==> src/rtl/instruction_fetch_unit.sv <==
// Instruction fetch unit: owns the PC, fetches one word at a time over a req/ready
// handshake and picks the next PC from the control unit's redirect decisions.
//
// state | meaning
// FETCH | request word at pc (first cycle after reset only raises imem_req)
// WAIT  | request outstanding, address held until imem_ready
// VALID | inst presented to decode, retires when stall is low
// HALT  | SYSCALL retired, idle until reset
module instruction_fetch_unit #(
  parameter logic [31:0] RESET_PC   = 32'h0000_0000,
  parameter int          ADDR_WIDTH = 32
) (
  input  logic                  clk,
  input  logic                  reset,
  output logic                  imem_req,
  output logic [ADDR_WIDTH-1:0] imem_addr,
  input  logic                  imem_ready,
  input  logic [31:0]           imem_data,
  output logic [31:0]           inst,
  output logic [5:0]            opcode,
  output logic [5:0]            func,
  output logic                  inst_valid,
  output logic [ADDR_WIDTH-1:0] pc,
  input  logic                  stall,
  input  logic                  halted,
  input  logic                  branch,
  input  logic                  jump,
  input  logic                  jump_register,
  input  logic [31:0]           rs_data,
  output logic [31:0]           retired_count
);

  typedef enum logic [1:0] {
    S_FETCH = 2'd0,
    S_WAIT  = 2'd1,
    S_VALID = 2'd2,
    S_HALT  = 2'd3
  } state_t;

  localparam logic [ADDR_WIDTH-1:0] WORD_MASK   = ~ADDR_WIDTH'(3);
  localparam logic [ADDR_WIDTH-1:0] REGION_MASK = ~ADDR_WIDTH'(32'h0FFF_FFFF);

  state_t                state;
  logic [ADDR_WIDTH-1:0] pc_plus4;
  logic [ADDR_WIDTH-1:0] branch_target;
  logic [ADDR_WIDTH-1:0] jump_target;
  logic [ADDR_WIDTH-1:0] jr_target;
  logic [ADDR_WIDTH-1:0] next_pc;
  logic [31:0]           branch_offset;

  assign imem_addr = pc;
  assign opcode    = inst[31:26];
  assign func      = inst[5:0];

  assign pc_plus4      = pc + ADDR_WIDTH'(4);
  assign branch_offset = {{14{inst[15]}}, inst[15:0], 2'b00};
  assign branch_target = pc_plus4 + ADDR_WIDTH'(branch_offset);
  assign jump_target   = (pc_plus4 & REGION_MASK) | ADDR_WIDTH'({inst[25:0], 2'b00});
  assign jr_target     = ADDR_WIDTH'(rs_data) & WORD_MASK;

  always_comb begin
    next_pc = pc_plus4;
    if (jump_register) begin
      next_pc = jr_target;
    end else if (jump) begin
      next_pc = jump_target;
    end else if (branch) begin
      next_pc = branch_target;
    end
  end

  always_ff @(posedge clk) begin
    if (reset) begin
      state         <= S_FETCH;
      pc            <= ADDR_WIDTH'(RESET_PC);
      inst          <= '0;
      inst_valid    <= 1'b0;
      imem_req      <= 1'b0;
      retired_count <= '0;
    end else begin
      case (state)
        S_FETCH: begin
          // Right after reset the request is not yet visible, so ready cannot apply.
          if (!imem_req) begin
            imem_req <= 1'b1;
          end else if (imem_ready) begin
            inst       <= imem_data;
            inst_valid <= 1'b1;
            imem_req   <= 1'b0;
            state      <= S_VALID;
          end else begin
            state <= S_WAIT;
          end
        end
        S_WAIT: begin
          if (imem_ready) begin
            inst       <= imem_data;
            inst_valid <= 1'b1;
            imem_req   <= 1'b0;
            state      <= S_VALID;
          end
        end
        S_VALID: begin
          if (!stall) begin
            retired_count <= retired_count + 32'd1;
            inst_valid    <= 1'b0;
            if (halted) begin
              state <= S_HALT;
            end else begin
              pc       <= next_pc;
              imem_req <= 1'b1;
              state    <= S_FETCH;
            end
          end
        end
        S_HALT: begin
          inst_valid <= 1'b0;
          imem_req   <= 1'b0;
        end
        default: begin
          state <= S_FETCH;
        end
      endcase
    end
  end

endmodule

==> config.mk <==
export PLATFORM = sky130hd
export DESIGN_NAME = instruction_fetch_unit
export DESIGN_NICKNAME = d
export VERILOG_FILES = /design/src/rtl/instruction_fetch_unit.sv
export SDC_FILE = /design/constraint.sdc
export NUM_CORES = 1
export LEC_CHECK = 0
export ABC_AREA = 0
export BUFFER_PORTS_ARGS = -buffer_cell sky130_fd_sc_hd__buf_2
export CAP_MARGIN = 20
export CORE_MARGIN = 5
export CORE_UTILIZATION = 48
export CTS_BUF_LIST = sky130_fd_sc_hd__clkbuf_4 sky130_fd_sc_hd__clkbuf_8
export DETAILED_ROUTE_END_ITERATION = 8
export GPL_ROUTABILITY_DRIVEN = 0
export PLACE_DENSITY = 0.86
export SLEW_MARGIN = 15
export SYNTH_ARGS = -nofsm -noshare
export SYNTH_HDL_FRONTEND = slang
export SYNTH_SLANG_ARGS = --single-unit
==> constraint.sdc <==
create_clock -name clk -period 8.9 [get_ports clk]
set_input_delay 1.335 -clock clk [delete_from_list [all_inputs] [get_ports clk]]
set_output_delay 1.335 -clock clk [all_outputs]
set_load 0.01 [all_outputs]
# Yosys cells after proc, flatten, opt, wreduce, memory -nomap -nowiden
# Cells that the tools add are included.
# word_totals
inputBits,72
ff_bits,100
word_cells,50
output_inout_bits,142
# classes
addsub,3
n_mux,22
reduce_logical,9
eq_ne,7
bitwise_logic,3
# op_table
cell,count
32-bit two-way mux,5
32-bit one-hot mux with 2 select lines,1
32-bit by 1-bit adder with 32-bit output (second input constant),1
32-bit by 3-bit adder with 32-bit output (second input constant),1
32-bit adder,1
32-bit by 28-bit bitwise OR with 32-bit output,1
2-bit two-way mux,5
1-bit two-way mux,8
2-bit inequality test (second input constant),4
1-bit one-hot mux with 4 select lines,2
2-bit one-hot mux with 3 select lines,1
2-bit AND reduction,3
3-bit AND reduction,2
2-bit equality test (second input constant),2
4-bit AND reduction,1
3-bit nonzero test,1
2-bit by 1-bit equality test with 1-bit output (second input constant),1
2-bit logical NOT,1
1-bit inverter,2
2-bit nonzero test,1

# Longest topological paths before layout
# Gate-level depths: netlist of the first run.
# logic_depth
depth_word,5
depth_mapped,17
mapped_depth_nobuf,15

# Worst setup path before layout of the first run
# No wires, ideal clock.
# synth_timing
path_type,register -> register
from,register pc[4] (netlist: imem_addr[4])
to,register pc[31] (netlist: imem_addr[31])
required_ns,8.767
path_buffers,2
setup_ns,0.133
period_less_slack_ns,3.629
t_arrival_ns,3.496
path_stages_with_launch,17
setup_slack_ns,5.271
path_cell_list,dfxtp_1 and4_1 and4_1 buf_4 nand3_1 nor3_1 xor2_1 ha_1 clkbuf_1 a21oi_1 o21ai_0 a32o_1 a311o_1 a211oi_2 xnor2_1 mux2i_1 a21oi_1
# synth_between
elab_chain_cells,5
word_cells_on_any_way,6
classes_between,add/sub (2); mux (3); bitwise (1)
# synth_lines
item,line,source
start: declaration,23,"output logic [ADDR_WIDTH-1:0] pc,"
start signal: assignment,75,pc <= ADDR_WIDTH'(RESET_PC);
start signal: assignment,110,pc <= next_pc;
32-bit by 3-bit adder with 32-bit output *,55,assign pc_plus4 = pc + ADDR_WIDTH'(4);
32-bit adder,57,assign branch_target = pc_plus4 + ADDR_WIDTH'(branch_offset);
32-bit two-way mux,67,end else if (branch) begin
32-bit two-way mux *,65,end else if (jump) begin
32-bit two-way mux *,63,if (jump_register) begin
# Every way passes the cells marked *; elsewhere a longest branch is shown, timed or not.
# A chain may end at the register's enable or synchronous reset.

# Worst setup path in the final report of the first run
# layout_timing
from,register pc[4] (netlist: imem_addr[4])
to,register pc[27] (netlist: imem_addr[27])
# layout_between
elab_chain_cells,5
# layout_lines
item,line
32-bit by 3-bit adder with 32-bit output *,55
32-bit adder,57
32-bit two-way mux *,67
32-bit two-way mux *,65
32-bit two-way mux *,63
# Marked as above.

==> flow_summary.ini, run 1 <==
[yosys]
syn_area_per_cell_um2 = 7.725
ys_types = 80
synth_ff_type = dfxtp_1
synthArstFlopShare_pct = 0
synth_top_cell_by_area = dfxtp_1
yosysWarnings = 0
ys_seq_area_share_pct = 27.43
ys_ff_latch = 98
postSynthCellCount = 926
synth.area.top_cells = dfxtp_1, ha_1, a21oi_1
synth_area_mm2 = 0.007153
synth_edf_count = 0
synth_top_area_share_pct = 27.43

[final_layout]
final_cell_mix = buf_2, nand2_1, a21oi_1, dfxtp_1, nor2_1
final_common_cell = buf_2
drive_above_1_share_pct = 24.32
antenna_cells = 0
design_area_mm2 = 0.008165
area_delta_synth_final_pct = 14.15
nNetsFinal = 1177
final_util_pct = 55.97

[die]
ios = 214
die-width_um = 132.1
die_h_um = 132.1
core_mm2 = 0.01459
dieArea_mm2 = 0.01744
initial_core_util_pct = 49.03
rows = 44

[sta]
hold_violations = 0
slew_headroom_pct = 33.04
fin_setup_tns_ns = 0
skew_ns = 0.01660
max_freq_mhz = 231.8
tightest_slew_ns = 1.003
rsz0062_at_grt = false
maxSlewViolCount = 0
timing.final.crit_share_pct = 48.47
fin_crit_ns = 4.314
setup_viol_count_final = 0

[power_and_ir_drop]
ir_worst_vdd_mv = 0.09516
p_leak_nw = 3.837
p_sw_share_pct = 39.14
power_frac_comb_pct = 33.3
pwr-share-clk_pct = 24.8
internal_power_uw = 788.7
p_total_mw = 1.296
p_seq_share_pct = 41.9
power.density_mw_per_mm2 = 158.7
power.switching_uw = 507.3

[critical_path]
cp_data_required_time_ns = 9.17
end_kind = flip-flop
start_kind = flip-flop
worstPathArrival_ns = 4.58
crit_chain = and4_1 > and4_1 > nand3_1 > nor3_1 > xor2_1 > ha_1 > a21oi_1 > o21ai_0 > a32o_1 > a311o_1 > xnor2_1 > nor2_1 > a2111oi_0 > nor3_1
max_stage_delay_ns = 0.49
cp_top_family = simple AND/OR/NAND/NOR gates
path_buf_inv = 0
cp_max_fo = 8
crit_slowest_cell = dfxtp_1
crit_type = reg -> reg

[global_routing]
grt_max_degree = 69
antenna_found_initial = 0
grt_pass1_wl_mm = 33.49
grt-ovfl-total = 0
grt_util_all_layers_pct = 22.91
first_global_vias = 6720

[route]
post_drt_wl_per_cell_um = 16.94
drtPass1Iterations = 5
antenna_left = 0
first_iter_violations = 515
wl_mm = 21.16
viasPerCell = 5.791
drc = 0
dr_total_vias = 7233

[status]
outcome = finished clean

[clock_tree]
cts_resized = 0
cts_max_path_buffers = 2
htree_levels = 3
clockRootBuffer = clkbuf_8
cts_setup_buffers = 0
clkSinkCount = 98
worstSkewPairLatency_ns = 0.40
ctsHoldBuffers = 0
cts_tree = done
clk_pin_slew_worst_paths_ns = 0.12
cts_made_buffers = 9

[placed_design]
io_buffers = 207
post_dp_cell_area_mm2 = 0.007945
dp_hpwl_mm = 15.77

[run]
maxCapViolCount = 0

[hold_path]
hold_class = reg -> reg
logic make-up (layout without fill, tap and decap cells):
| family | after synthesis | count (layout) | share of synthesized area (%) |
|---|---|---|---|
| compound gates | 256 | 256 | 23.11 |
| mux | 9 | 9 | 1.259 |
| flops | 98 | 98 | 27.43 |
| simple gates | 323 | 323 | 21.83 |
| fa+ha+maj | 45 | 45 | 7.976 |
| xor+xnor | 77 | 77 | 9.533 |
| buf+inv | 117 | 253 | 8.816 |
| other cells | 1 | 4 | 0.05242 |
cell type report:
type                    instances  area, µm²
repair buffers                215       1096
inverters                      22      82.58
clock inverters                 7      96.34
fillers                      1339       6424
well taps                     184      230.2
flip-flops and latches         98       1962
multi-input cells             714       4574
clock buffers                   9      123.9
worst paths after layout:
check,start,slack [ns],endpoint,cells after the start
min,inst[30],0.48,inst[30],2
max,imem_addr[4],4.59,imem_addr[27],14
max reg2reg,imem_addr[4],4.59,imem_addr[27],14
min reg2reg,inst[30],0.48,inst[30],2
cell usage after synthesis (all sizes together), types with 7 or more instances:
library cell	instances
or3	8
nor2	75
inv	21
a21oi	102
a31oi	9
nand2	123
a211oi	18
a21o	16
nor3	18
o22ai	8
nand4	20
nor2b	7
buf	54
o21ai	49
nand3	31
and4	7
and3	16
dfxtp	98
xnor2	36
clkbuf	41
mux2i	9
ha	44
nand2b	7
xor2	41
worst register-to-register path, stage by stage (launching register included):
cell and delay [ns]:
dfxtp_1 0.49, and4_1 0.33, and4_1 0.47, nand3_1 0.27, nor3_1 0.27, xor2_1 0.23, ha_1 0.36, a21oi_1 0.17
o21ai_0 0.13, a32o_1 0.28, a311o_1 0.39, xnor2_1 0.20, nor2_1 0.05, a2111oi_0 0.43, nor3_1 0.11
power groups by stage:
stage	clock network [mW]	logic [mW]	registers (mW)
2_1_floorplan	0	0.299	0.554
3_3_place_gp	0	0.418	0.549
3_5_place_dp	0	0.429	0.552
4_1_cts	0.328	0.431	0.542
5_1_grt	0.344	0.480	0.550
6_report	0.321	0.431	0.543
per-stage QoR:
| step | hold slack, ns | std cells | setup WS (ns) |
|---|---|---|---|
| detailed placement | 0.4629 | 1233 | 4.642 |
| global placement | 0.4518 | 1233 | 4.746 |
| CTS | 0.4786 | 1249 | 4.662 |
| finish | 0.4815 | 1249 | 4.586 |
| global route | 0.5037 | 1249 | 4.308 |
| floorplan | 0.4919 | 929 | 5.271 |
layer usage:
layer	track usage [%]	wire, µm
met1	28.70	8896
met4	7.486	503
met5	0	0
met2	39.30	9977
met3	4.695	1783
flip-flops by register name, indices dropped and copies added, names as in the netlist:
register / count
inst_valid: 1
imem_req: 1
retired_count: 32
imem_addr: 30
inst: 32
state: 2
Note: power is estimated with default switching activity, not from simulation.
==> inputs of run 2 (changes only) <==
- ABC_AREA: 0 -> 1
- PLACE_DENSITY: 0.86 -> 0.84
- clock period: 8.9 -> 4.3 ns (I/O delays scaled with it)
==> run 2 against run 1 <==
Worst setup slack got worse by 3.7 ns. Highest routed layer unchanged. First-iteration DRC count rose by 61%. Combinational power grew to 2.5 times the previous value. Sequential share of layout area is 3.5 points lower. Hold slack better by 0.011 ns. Fmax up 25%.
==> flow_summary.ini, run 2 <==
[critical_path]
end_kind = flip-flop
startpoint = imem_addr[2]
reg2reg_depth = 22
rrSetupSlack_ns = 0.84
worstPathArrival_ns = 3.73
r2r-start = imem_addr[2]
start_kind = flip-flop
cp_data_required_time_ns = 4.56
crit_end = imem_addr[24]
r2r_end = imem_addr[24]
crit_type = reg -> reg
cp_max_fo = 9

[yosys]
ys_ff_latch = 98
synth_edf_count = 0
synth_area_mm2 = 0.008456
synth_top_cell_by_area = dfxtp_1
yosysWarnings = 0
synthSimpleGateAreaFrac_pct = 39.69
synthArstFlopShare_pct = 0
synth_xor_area_share_pct = 3.285
synth.area.top_cells = dfxtp_1, nand2_1, nor2_1
ys_seq_area_share_pct = 23.20
synth_top_area_share_pct = 23.20
postSynthCellCount = 1441
yosys.area_share.adder_pct = 6.748
synth_most_common_cell = nand2_1
syn_area_per_cell_um2 = 5.868
synth_common_cells = nand2_1, nor2_1, inv_1
synth_ff_type = dfxtp_1
ys_types = 47
synth_mux_area_share_pct = 0
synth-compound-area-share_pct = 12.56
synth_top_family_by_area = simple AND/OR/NAND/NOR gates

[route]
viasPerCell = 5.349
post_drt_wl_per_cell_um = 15.18
dr_total_vias = 9730
first_iter_violations = 828
antenna_left = 0
drtPass1Iterations = 7
wl_mm = 27.61
drc = 0

[placed_design]
dp.cells = 1803
post_dp_cell_area_mm2 = 0.009364
pre_cts_ws_ns = 0.9901
dp_hpwl_mm = 21.58
io_buffers = 207

[sta]
setup_viol_count_final = 0
maxSlewViolCount = 0
rsz0062_at_grt = false
slew_headroom_pct = 30.31
max_freq_mhz = 288.8
tightest_slew_ns = 1.044
hold_slack_ns = 0.4921
layout_setup_ws_ns = 0.8376
fin_setup_tns_ns = 0
hold_violations = 0
fin_crit_ns = 3.462
timing.final.crit_share_pct = 80.52
skew_ns = 0.01393

[final_layout]
area_delta_synth_final_pct = 13.17
nNetsFinal = 1706
final_util_pct = 55.32
fin_cells = 1819
final_common_cell = nand2_1
antenna_cells = 0
drive_above_1_share_pct = 16.69
final_cell_mix = nand2_1, nor2_1, buf_2, inv_1, a21oi_1
design_area_mm2 = 0.009569

[power_and_ir_drop]
power_frac_comb_pct = 37.0
p_sw_share_pct = 41.31
pwr-share-clk_pct = 22.0
p_total_mw = 2.954
internal_power_mw = 1.734
p_seq_share_pct = 41.0
p_leak_nw = 5.116
power.switching_mw = 1.220
ir_worst_vdd_mv = 0.2812
power.density_mw_per_mm2 = 308.7

[die]
initial_core_util_pct = 48.89
rows = 48
ios = 214
dieArea_mm2 = 0.02037
die-width_um = 142.7
die_h_um = 142.7
core_mm2 = 0.01730

[clock_tree]
cts_tree = done
htree_levels = 3
cts_made_buffers = 9
worstSkewPairLatency_ns = 0.40
clockRootBuffer = clkbuf_8
clkSinkCount = 98
cts_resized = 0
cts_max_path_buffers = 2
ctsHoldBuffers = 0
cts_setup_buffers = 0
clk_pin_slew_worst_paths_ns = 0.10

[global_routing]
grt-ovfl-total = 0
antenna_found_initial = 0
first_global_vias = 8957
grt_pass1_wl_mm = 44.30
grt_max_degree = 55
grt_util_all_layers_pct = 26.75

[hold_path]
hold_class = in -> reg

[run]
maxCapViolCount = 0

[status]
outcome = finished clean
## run 2: power by group through the flow
stage                     Sequential [mW]  Clock, mW  Combinational, mW
after floorplan                      1.23          0              0.706
after global placement               1.22          0               1.05
after detailed placement             1.22          0               1.08
after CTS                            1.20      0.655               1.08
after global routing                 1.23      0.684               1.23
final                                1.21      0.650               1.09
## run 2: layer usage
metal,global-route usage (%),vias up,wire [µm]
met3,5.023,78,3141
met1,35.09,4328,11120
met2,44.16,524,12510
met5,0,-,0
met4,9.205,0,844
li1,-,4800,-
## run 2: layout make-up
| cell class | instances | area (µm²) |
|---|---|---|
| Sequential cell | 98 | 1962 |
| Multi-Input combinational cell | 1067 | 5281 |
| Timing Repair Buffer | 215 | 1096 |
| Inverter | 198 | 743.2 |
| Tap cell | 225 | 281.5 |
| Clock inverter | 5 | 60.06 |
| Clock buffer | 11 | 145.1 |
| Fill cell | 1685 | 7727 |
## run 2: logic make-up (layout without fill, tap and decap cells)
kind of cell	after synthesis	count (layout)
other cells	1	4
compound gates	202	202
fa+ha+maj	45	45
flops	98	98
simple gates	786	786
buf+inv	279	429
xor+xnor	30	30
## run 2: how the worst min path moves through the flow
stage                                  from                 to  slack, ns  cells past startpoint
after global placement    retired_count[28]  retired_count[28]       0.47                      2
final                         imem_data[26]           inst[26]       0.49                      3
after global routing          imem_data[22]           inst[22]       0.51                      3
after CTS                     imem_data[26]           inst[26]       0.48                      3
after floorplan            retired_count[2]   retired_count[2]       0.50                      2
after detailed placement  retired_count[28]  retired_count[28]       0.49                      2
## run 2: worst max-delay path, stage by stage, from the launching register on
cell	delay (ns)
dfxtp_1	0.55
ha_1	0.25
inv_1	0.05
nor2_2	0.15
nand2_2	0.12
nor2_4	0.17
nand2_1	0.11
inv_2	0.07
nand3_1	0.06
nand2_1	0.12
inv_1	0.06
ha_1	0.37
nand2_1	0.11
nor2_1	0.23
nand2_1	0.11
nor2_1	0.11
nand2_1	0.09
nand4_1	0.10
nand3_1	0.17
nand2_1	0.14
nand2_1	0.06
nand2_1	0.06
a21oi_1	0.06
==> inputs of run 3 (changes only) <==
- clock period: 4.3 -> 3.3 ns (I/O delays scaled with it)
==> run 3 against run 2 <==
Count of clock-buffer cells in the layout increased by 1. Global-route usage grew 1.2 points. Fmax up 12%. Die area unchanged. Non-clock buffer count grew 29. Critical endpoint is now imem_addr[18]. Critical path depth shrank 4. Combinational power is 40% higher. Core utilization is 2.2 points higher. Register-to-register slack got worse by 0.63 ns. Largest cell class unchanged. Clock power is 42% higher. Power rose by 36%.
==> flow_summary.ini, run 3 (same netlist as run 2, synthesis figures left out) <==
[route]
post_drt_wl_per_cell_um = 15.61
viasPerCell = 5.376
dr_total_vias = 9934
drc = 0
antenna_left = 0
wl_mm = 28.86
first_iter_violations = 913
drtPass1Iterations = 6

[clock_tree]
cts_setup_buffers = 0
ctsHoldBuffers = 0
cts_tree = done
cts_max_path_buffers = 2
clkSinkCount = 98
worstSkewPairLatency_ns = 0.40
clockRootBuffer = clkbuf_8
cts_made_buffers = 9
clk_pin_slew_worst_paths_ns = 0.10
htree_levels = 3

[critical_path]
crit_type = reg -> reg
cp_data_required_time_ns = 3.55
start_kind = flip-flop
worstPathArrival_ns = 3.34
end_kind = flip-flop
cp_max_fo = 6

[sta]
timing.final.crit_share_pct = 93.68
setup_viol_count_final = 0
layout_setup_ws_ns = 0.2084
tightest_slew_ns = 0.7868
hold_slack_ns = 0.3413
max_freq_mhz = 323.5
maxSlewViolCount = 0
fin_crit_ns = 3.092
skew_ns = 0.01595
fin_setup_tns_ns = 0
hold_violations = 0
slew_headroom_pct = 47.48

[die]
rows = 48
die-width_um = 142.7
initial_core_util_pct = 48.89
ios = 214
dieArea_mm2 = 0.02037
core_mm2 = 0.01730
die_h_um = 142.7

[final_layout]
final_common_cell = nand2_1
antenna_cells = 0
final_cell_mix = nand2_1, nor2_1, buf_2, inv_1, a21oi_1
drive_above_1_share_pct = 20.52
nNetsFinal = 1735
final_util_pct = 57.54
design_area_mm2 = 0.009952
fillers = 1618
area_delta_synth_final_pct = 17.70

[placed_design]
io_buffers = 207
pre_cts_ws_ns = 0.05249
dp_hpwl_mm = 22.47
post_dp_cell_area_mm2 = 0.009582

[power_and_ir_drop]
power.density_mw_per_mm2 = 403.6
ir_worst_vdd_mv = 0.4275
p_leak_nw = 5.287

[global_routing]
grt_max_degree = 52
grt_util_all_layers_pct = 27.98
grt-ovfl-total = 0
first_global_vias = 9319
antenna_found_initial = 0
grt_pass1_wl_mm = 46.22

[hold_path]
hold_class = in -> reg

[run]
maxCapViolCount = 0

[status]
outcome = finished clean
## run 3: cell count changes in the layout (fill, tap and decap cells not counted), sizes merged
cell,before,now
inv,199,198
buf,215,244
clkbuf,11,12
bufinv,1,2
clkinvlp,1,0
## run 3: critical path, cell delays in order, from the launching register on
cell	delay [ns]
dfxtp_4	0.39
buf_4	0.12
ha_1	0.13
nor3b_4	0.20
buf_4	0.18
xor2_2	0.20
ha_1	0.32
nand2_1	0.19
inv_1	0.08
a21oi_1	0.15
nand2_1	0.16
nand2_1	0.10
nand2_1	0.09
xor2_2	0.17
o21ai_2	0.18
buf_4	0.14
nand2_1	0.04
nand2_1	0.06
a21oi_1	0.06
## run 3: worst paths after layout
kind	slack (ns)	from	end	cells past startpoint
worst max register to register	0.21	imem_addr[3]	imem_addr[18]	18
worst min-delay path	0.34	imem_data[13]	inst[13]	3
worst min register to register	0.50	retired_count[28]	retired_count[28]	2
worst max-delay path	0.21	imem_addr[3]	imem_addr[18]	18
## run 3: power by group
part | internal, mW | switching [mW]
Sequential | 1.34 | 0.224
Combinational | 0.587 | 0.939
Clock | 0.467 | 0.456
Total | 2.40 | 1.62
## run 3: what timing repair did
action,CTS,global route
endpoints found under the setup margin,0,20
endpoints found under the hold margin,0,0
gates resized for setup,0,43
## run 3: area by class of cell
class	count	area [µm²]	share of cell area [%]
multi-input combinational	1067	5400	54.26
inverter	198	743.2	7.468
sequential	98	1987	19.96
timing repair buffer	244	1314	13.20
tap	225	281.5	2.829
clock inverter	4	73.82	0.7418
clock buffer	12	152.6	1.534
## run 3: metal layers
metal / wire, µm / part of all wire (%) / global-route usage, % / vias to the layer above
met3: 3170 / 11 / 7.267 / 107
met5: 0 / 0 / 0 / -
li1: - / - / - / 4846
met1: 11490 / 40 / 36.29 / 4418
met4: 1038 / 3.6 / 9.605 / 0
met2: 13160 / 46 / 45.20 / 563
## run 3: per-stage QoR
stage	instances	total power [mW]
final	1848	4.016
after global routing	1848	4.259
after CTS	1848	3.951
after detailed placement	1832	3.042
after floorplan	1444	2.518
after global placement	1832	3.001
